==> config.mk <==
export PLATFORM = sky130hd
export DESIGN_NAME = seq_divider
export DESIGN_NICKNAME = d
export VERILOG_FILES = /design/src/rtl/seq_divider.sv
export SDC_FILE = /design/constraint.sdc
export NUM_CORES = 1
export LEC_CHECK = 0
export CAP_MARGIN = 20
export CORE_ASPECT_RATIO = 0.8
export CORE_MARGIN = 1
export CORE_UTILIZATION = 52
export CTS_BUF_LIST = sky130_fd_sc_hd__clkbuf_4 sky130_fd_sc_hd__clkbuf_8
export CTS_CLUSTER_DIAMETER = 50
export DETAILED_ROUTE_END_ITERATION = 10
export GPL_TIMING_DRIVEN = 0
export HOLD_SLACK_MARGIN = 0.05
export PLACE_DENSITY = 0.79
export REMOVE_ABC_BUFFERS = 1
export SLEW_MARGIN = 20
export SYNTH_ARGS = -nofsm -noshare
export SYNTH_HDL_FRONTEND = slang
export SYNTH_SLANG_ARGS = --single-unit
==> constraint.sdc <==
create_clock -name clk -period 2 [get_ports clk]
set_input_delay 0.4 -clock clk [delete_from_list [all_inputs] [get_ports clk]]
set_output_delay 0.4 -clock clk [all_outputs]
set_load 0.1 [all_outputs]
==> src/rtl/seq_divider.sv <==
// Sequential 8-by-4 unsigned restoring divider, one quotient bit per clock, MSB first.
// Define DIV_ZERO_FAST_EN to resolve a zero divisor at accept and skip the RUN phase.
module seq_divider (
  input  logic       clk,
  input  logic       rst_n,
  input  logic       start,
  input  logic [7:0] dividend,
  input  logic [3:0] divisor,
  output logic       busy,
  output logic       done,
  output logic [7:0] quotient,
  output logic [3:0] remainder,
  output logic       div_zero
);

  typedef enum logic [1:0] {StIdle, StRun, StDone} state_e;

  state_e     state_q, state_d;
  logic [7:0] dvd_q;
  logic [7:0] quo_q;
  logic [3:0] dvs_q;
  logic [3:0] rem_q;
  logic [2:0] cnt_q;
  logic       dz_q;

  logic       accept;
  logic [4:0] trial;
  logic       fit;
  logic [3:0] diff;

  assign accept = (state_q == StIdle) && start;

  // rem_q < dvs_q holds between steps, so the difference always fits in 4 bits.
  always_comb begin
    trial = {rem_q, dvd_q[7]};
    fit   = trial >= {1'b0, dvs_q};
    diff  = trial[3:0] - dvs_q;
  end

  always_ff @(posedge clk or negedge rst_n) begin
    if (!rst_n) begin
      state_q <= StIdle;
    end else begin
      state_q <= state_d;
    end
  end

  always_comb begin
    state_d = state_q;
    unique case (state_q)
      StIdle: begin
        if (start) begin
`ifdef DIV_ZERO_FAST_EN
          state_d = (divisor == 4'd0) ? StDone : StRun;
`else
          state_d = StRun;
`endif
        end
      end
      StRun:   if (cnt_q == 3'd7) state_d = StDone;
      StDone:  state_d = StIdle;
      default: state_d = StIdle;
    endcase
  end

  always_ff @(posedge clk or negedge rst_n) begin
    if (!rst_n) begin
      dvd_q <= 8'h00;
      dvs_q <= 4'h0;
      quo_q <= 8'h00;
      rem_q <= 4'h0;
      cnt_q <= 3'd0;
      dz_q  <= 1'b0;
    end else if (accept) begin
      dvd_q <= dividend;
      dvs_q <= divisor;
      cnt_q <= 3'd0;
      dz_q  <= (divisor == 4'd0);
`ifdef DIV_ZERO_FAST_EN
      if (divisor == 4'd0) begin
        quo_q <= 8'hFF;
        rem_q <= dividend[3:0];
      end else begin
        quo_q <= 8'h00;
        rem_q <= 4'h0;
      end
`else
      quo_q <= 8'h00;
      rem_q <= 4'h0;
`endif
    end else if (state_q == StRun) begin
      dvd_q <= {dvd_q[6:0], 1'b0};
      rem_q <= fit ? diff : trial[3:0];
      quo_q <= {quo_q[6:0], fit};
      cnt_q <= cnt_q + 3'd1;
    end
  end

  always_comb begin
    busy      = (state_q == StRun);
    done      = (state_q == StDone);
    quotient  = quo_q;
    remainder = rem_q;
    div_zero  = dz_q;
  end

endmodule

==> metrics.md, run 1 <==
| Metric | Value |
|---|---|
| CTS root buf | `clkbuf_4` |
| Crit path largest cell delay | `0.83 ns` |
| Rows | `16` |
| Post-synth EDFFs | `0` |
| Die area | `roughly 0.003 mm^2` |
| Synth warn | `0` |
| Main synth FF type | `dfrtp_1` |
| DR iter-0 viols | `44` |
| Worst Slack Setup Final | `around 0.043 ns` |
| Placer Congestion | `0.7939` |
| Fin crit period | `1.957 ns` |
| Post-synthesis simple-gate area fraction | `10.63%` |
| Setup violators final | `0` |
| Crit-path max FO | `3` |
| DP HPWL | `around 2.2 mm` |
| Initial Util | `57.43%` |
| Synthesized instance count | `130` |
| CTS HTree Levels | `2` |
| Nature of the critical path startpoint | `flip-flop` |
| WS Path Type | `reg2out` |
| Most common cell after layout, fill and taps aside | `dfrtp_1` |
| Pre-CTS setup slack | `-1.005 ns` |
| Family with the most delay on the worst path | `buffers and inverters` |
| WP data required | `about 1.6 ns` |
| CTS Sinks | `30` |
| WP buf/inv | `1` |
| Critical R2R Launch | `remainder[1]` |
| Slew Limit Fails | `0` |
| Yosys cell types | `32` |
| Main combinational cell family by area after synthesis | `compound AO/OA/AOI/OAI gates` |
| Clock latency on the worst-skew pair | `0.33 ns` |
| Reg clk slew, reported paths | `0.09 ns` |
| Core ar. | `roughly 0.0025 mm^2` |
| Critical path, cell by cell | `clkdlybuf4s15_1` |
| Pin count of the biggest net entering global routing | `31` |
| Via count | `1,181` |
| Final worst-path cycle share | `97.84%` |
| Async SR Flop Fraction | `100.0%` |
| Top Ports | `30` |
| Final nets | `186` |
| RSZ-0062 raised after global routing | `no` |
| Reg2reg end | `remainder[3]` |
| Post-synth top area share | `between 50% and 60%` |
| Clock buffer depth | `2` |
| First-pass GRT wire length | `5.202 mm` |
| Drt pass-1 iters | `4` |
| Routed vias/inst | `5.905` |
| TritonCTS Buffers | `5` |
| Hold Vio Cnt, Final | `0` |
| Aggregate global-route resource usage | `between 20% and 30%` |
| Hold Path Class | `in2async` |
| Fillers | `187` |
| Worst slew pin tran | `0.9591 ns` |
| Most frequent cells in the layout | `28 x dfrtp_1, 13 x clkdlybuf4s50_1, 11 x o21ai_1, 10 x a22o_1, 8 x nand2_1` |
| Worst Path Arrival | `1.56 ns` |
| Residual DRC | `0` |
| R2r worst-path depth | `5` |
| Die height | `49.40 um` |
| CTS tree | `done` |
| Peak Freq | `511.0 MHz` |
| Compound-Gate Fraction of Synth Area | `24.85%` |
| Synth Area in XOR/XNOR | `~1.2%` |
| Status | `completed` |
| Drt wl/cell | `15.54 um` |
| Antenna cells | `0` |
| Area grow syn2layout | `27.16%` |
| Die X | `between 60 and 70 um` |
| FF+latch count, synth | `30` |
| R2R Setup Slk | `0.10 ns` |
| Max_slew headroom | `36.31%` |
| Post-synthesis mux area share | `1.542%` |
| Cell taking the most area after synthesis | `dfrtp_1` |
| Max Cap Viol | `0` |
| Netlist Area Pre-Place | `0.001460 mm^2` |
| Post-synthesis sequential area ratio | `51.41%` |
| Adder-cell share of the synthesized area | `6.512%` |
| GRT Residual Overflow | `0` |
| Initial antenna violation count | `0` |
| Vias in the first global route | `1,145` |
| Routed Antenna Nets | `0` |
| Critical path's slowest cell | `clkdlybuf4s15_1` |
| Setup crit end kind | `output port` |
| PortBufs | `29` |
| DRT Wirelength | `3.107 mm` |
| Synth area leaders | `dfrtp_1 51%, a22o_1 6.0%, ha_1 5.1%` |
| Layout cell share with drive strength beyond 1 | `22.56%` |
| Syn_area_per_cell | `11.23 um^2` |
| Skew final | `0.01055 ns` |
kinds of logic after synthesis:
family,count (synthesis)
AOI/OAI and AO/OA,50
and+or+nand+nor,26
muxes,2
adders and majority gates,7
buffers and inverters,13
DFF,30
xor gates and xnor gates,2
cell usage after synthesis (all sizes together), types with 2 or more instances:
master and instances:
nor2b 9, nand2 8, buf 6, xor2 2
a21oi 8, mux2 2, o21bai 2, or2 2
dfrtp 30, o211ai 3, nand2b 2, o311ai 3
inv 6, a22o 10, and2 2, a22oi 7
o21ai 12, ha 6
sequential cells by signal (all words and copies together) (netlist names):
register	cells
quotient	8
div_zero	1
state_q	2
dvd_q	8
dvs_q	4
cnt_q	3
remainder	4
timing repair:
item                                    4_1_cts  5_1_grt
gates resized for setup                      43       11
pin swaps                                     0        1
gates cloned                                  1        0
hold buffers                                  0        0
endpoints found under the setup margin       23       12
setup buffers                                 0        4
per-layer routing:
layer | vias up | global-route usage (%) | wire length [um]
met5 | - | 0 | 0
met4 | 0 | 9.470 | 23
met3 | 2 | 5.836 | 200
met2 | 41 | 37.50 | 1560
met1 | 585 | 31.42 | 1323
li1 | 553 | - | -
metrics by stage:
step / hold WS (ns) / setup TNS [ns] / cells / utilization (%) / cell area (um^2)
floorplan: 0.1044 / -2.230 / 123 / - / 1426
global placement: 0.4729 / -7.626 / 188 / 69.29 / 1762
detailed placement: 0.4635 / -9.765 / 188 / 69.09 / 1757
CTS: 0.09165 / 0 / 196 / 72.15 / 1834
global route: 0.1283 / 0 / 200 / 73.03 / 1857
finish: 0.08220 / 0 / 200 / 73.03 / 1857
how the worst max path moves through the flow:
| stage | start | to | slack [ns] | depth (start not counted) |
|---|---|---|---|---|
| 6_report | quotient[1] | quotient[1] | 0.04 | 1 |
| 5_1_grt | quotient[6] | quotient[6] | 0.002 | 1 |
| 4_1_cts | remainder[2] | remainder[2] | 0.0003 | 1 |
| 3_5_place_dp | state_q[1] | busy | -1.00 | 3 |
| 3_3_place_gp | state_q[1] | busy | -0.98 | 3 |
| 2_1_floorplan | remainder[1] | remainder[3] | -0.46 | 5 |
layout make-up:
class | count | area (um^2) | area share, %
sequential | 30 | 753.2 | 40.57
clock buffer | 5 | 37.54 | 2.022
clock inverter | 2 | 10.01 | 0.5391
timing repair buffer | 33 | 292.8 | 15.77
tap | 36 | 45.04 | 2.426
inverter | 6 | 26.28 | 1.415
multi-input combinational | 87 | 686.9 | 36.99
timing repair inverter | 1 | 5.005 | 0.2695
Power of run 1 is left out: the tool's default activity adds up to more than one toggle a clock period on the data nets, which glitch-free logic cannot reach.
==> run 2: changes to the inputs <==
--- a/config.mk
+++ b/config.mk
@@ -7,12 +7,10 @@
 export LEC_CHECK = 0
 export CAP_MARGIN = 20
 export CORE_ASPECT_RATIO = 0.8
-export CORE_MARGIN = 1
+export CORE_MARGIN = 4
 export CORE_UTILIZATION = 52
 export CTS_BUF_LIST = sky130_fd_sc_hd__clkbuf_4 sky130_fd_sc_hd__clkbuf_8
-export CTS_CLUSTER_DIAMETER = 50
 export DETAILED_ROUTE_END_ITERATION = 10
-export GPL_TIMING_DRIVEN = 0
 export HOLD_SLACK_MARGIN = 0.05
 export PLACE_DENSITY = 0.79
 export REMOVE_ABC_BUFFERS = 1
==> run 2 against run 1 <==
Against the previous run:
- clock-buffer cell count is 2 higher
- register-to-register slack got worse by 0.04 ns
- first-iteration DRC count up 100%
- non-clock buffer count up 7
- via count hardly changed
- maximum frequency rose by 1.0%
- design area increased by 2.5%
- global-route usage decreased by 4.2 points
- sequential share of layout area decreased by 1.1 points
- highest routed layer unchanged
==> metrics.md, run 2 (synthesis results as in run 1) <==
| Metric | Value |
|---|---|
| Layout cell share with drive strength beyond 1 | `24.56%` |
| Peak Freq | `516.4 MHz` |
| Met2 Use GR | `30.95%` |
| Placer Congestion | `between 0.8 and 0.9` |
| Pre-CTS setup slack | `0.04981 ns` |
| Worst slew pin tran | `around 0.39 ns` |
| Initial antenna violation count | `0` |
| Grt met3 use | `5.680%` |
| CTS Sinks | `30` |
| Post CTS Setup Buffer Count | `0` |
| Top Usage Layer GRT | `met2` |
| Final core occ | `74.27%` |
| Die area | `~0.0037 mm^2` |
| Number of hold buffers added after CTS | `0` |
| Vias in the first global route | `1,235` |
| Critical path's slowest cell | `dfrtp_1` |
| Antenna cells | `0` |
| Top Ports | `30` |
| Worst Path Arrival | `2.14 ns` |
| Final nets | `about 190` |
| First-pass GRT wire length | `roughly 5.6 mm` |
| R2r worst-path depth | `5` |
| Critical path, cell by cell | `ha_1 -> or2_2 -> a211oi_4 -> nor3_2 -> a211o_1` |
| Sequential Area | `750.7 um^2` |
| Drt pass-1 iters | `4` |
| Via count | `1,180` |
| RSZ-0062 raised after global routing | `no` |
| Area grow syn2layout | `30.33%` |
| Pin count of the biggest net entering global routing | `31` |
| Max_slew headroom | `between 70% and 80%` |
| Hold Vio Cnt, Final | `0` |
| Residual DRC | `0` |
| CTS HTree Levels | `2` |
| Max Cap Viol | `0` |
| Clock latency on the worst-skew pair | `0.32 ns` |
| Post-Place Cells | `199` |
| WP data required | `2.21 ns` |
| Routed Antenna Nets | `0` |
| Die height | `55.40 um` |
| Crit-path max FO | `5` |
| PortBufs | `29` |
| Critical R2R Launch | `remainder[1]` |
| Most common cell after layout, fill and taps aside | `dfrtp_1` |
| Nature of the critical path startpoint | `flip-flop` |
| Aggregate global-route resource usage | `19.74%` |
| DP HPWL | `2.430 mm` |
| Status | `completed` |
| Clock buffer depth | `2` |
| DRT Wirelength | `roughly 3.2 mm` |
| Final non-filler cell total | `207` |
| CTS root buf | `clkbuf_4` |
| Core ar. | `0.002562 mm^2` |
| Slew Limit Fails | `0` |
| Setup violators final | `0` |
| Skew final | `0.005441 ns` |
| Worst Slack Setup Final | `0.06338 ns` |
| Fin crit period | `slightly below 2 ns` |
| DR iter-0 viols | `88` |
| Setup crit end kind | `flip-flop` |
| Crit path largest cell delay | `about 0.43 ns` |
| Reg2reg end | `remainder[3]` |
| GRT Residual Overflow | `0` |
| Fillers | `202` |
| Initial Util | `56.98%` |
| Setup TNS | `0 ns` |
| Footprint of the multi-input gates | `660.6 um^2` |
| R2R Setup Slk | `0.06 ns` |
| WS Path Type | `reg2reg` |
| Die X | `between 60 and 70 um` |
| Most frequent cells in the layout | `30 x dfrtp_1, 24 x buf_4, 14 x clkdlybuf4s50_1, 11 x o21ai_1, 10 x a22o_1` |
| Rows | `16` |
| Final worst-path cycle share | `96.83%` |
| Routed vias/inst | `5.700` |
| Reg clk slew, reported paths | `0.09 ns` |
| TritonCTS Buffers | `5` |
| Hold Path Class | `in2async` |
| CTS tree | `done` |
| Met1 Track Usage GR | `26.44%` |
| Drt wl/cell | `15.51 um` |
run 2: cell types whose count changed in the layout (fill, tap and decap cells not counted), sizes merged:
cell / delta
clkinv: -1
buf: +19
clkdlybuf4s50: +1
clkdlybuf4s15: -7
clkinvlp: -2
clkbuf: -2
inv: +1
dlygate4sd2: -2
run 2: worst max-delay path: cells and delay by family, from the launching register on:
kind / cells / cell delay [ns]
AND/OR/NAND/NOR: 2 / 0.41
flip-flops: 1 / 0.43
adder cells (fa/ha/maj): 1 / 0.37
AO/OA/AOI/OAI: 2 / 0.62
run 2: worst max path at each step:
stage / startpoint / to / slack (ns) / cells after the start
finish: remainder[1] / remainder[3] / 0.06 / 5
global route: remainder[1] / remainder[3] / 0.001 / 5
CTS: remainder[1] / remainder[3] / 0.03 / 5
detailed placement: remainder[1] / remainder[3] / 0.05 / 5
global placement: remainder[1] / remainder[3] / 0.12 / 5
floorplan: remainder[1] / remainder[3] / -0.46 / 5
run 2: metal layers:
layer  routed length (um)  vias up
li1                     -      557
met1                 1482      581
met2                 1499       36
met3                  195        6
met4                   33        0
met5                    0        -
run 2: area by class of cell:
class                           instances  share of cell area [%]
Sequential cell                        30                   39.45
Clock buffer                            7                   3.090
Clock inverter                          1                  0.2630
Timing Repair Buffer                   40                   18.93
Multi-Input combinational cell         87                   34.71
Tap cell                               36                   2.367
Inverter                                6                   1.183
run 2: what timing repair did:
action | CTS | global route
hold endpoints to repair | 0 | 0
gates resized for setup | 0 | 1
setup endpoints to repair | 0 | 3
run 2: metrics by stage:
step           hold WS, ns  cell area, um^2
2_1_floorplan       0.1044             1426
3_3_place_gp        0.4667             1832
3_5_place_dp        0.4850             1832
4_1_cts             0.4673             1896
5_1_grt             0.4876             1903
6_report            0.4658             1903
Power of run 2 is left out for the same reason.
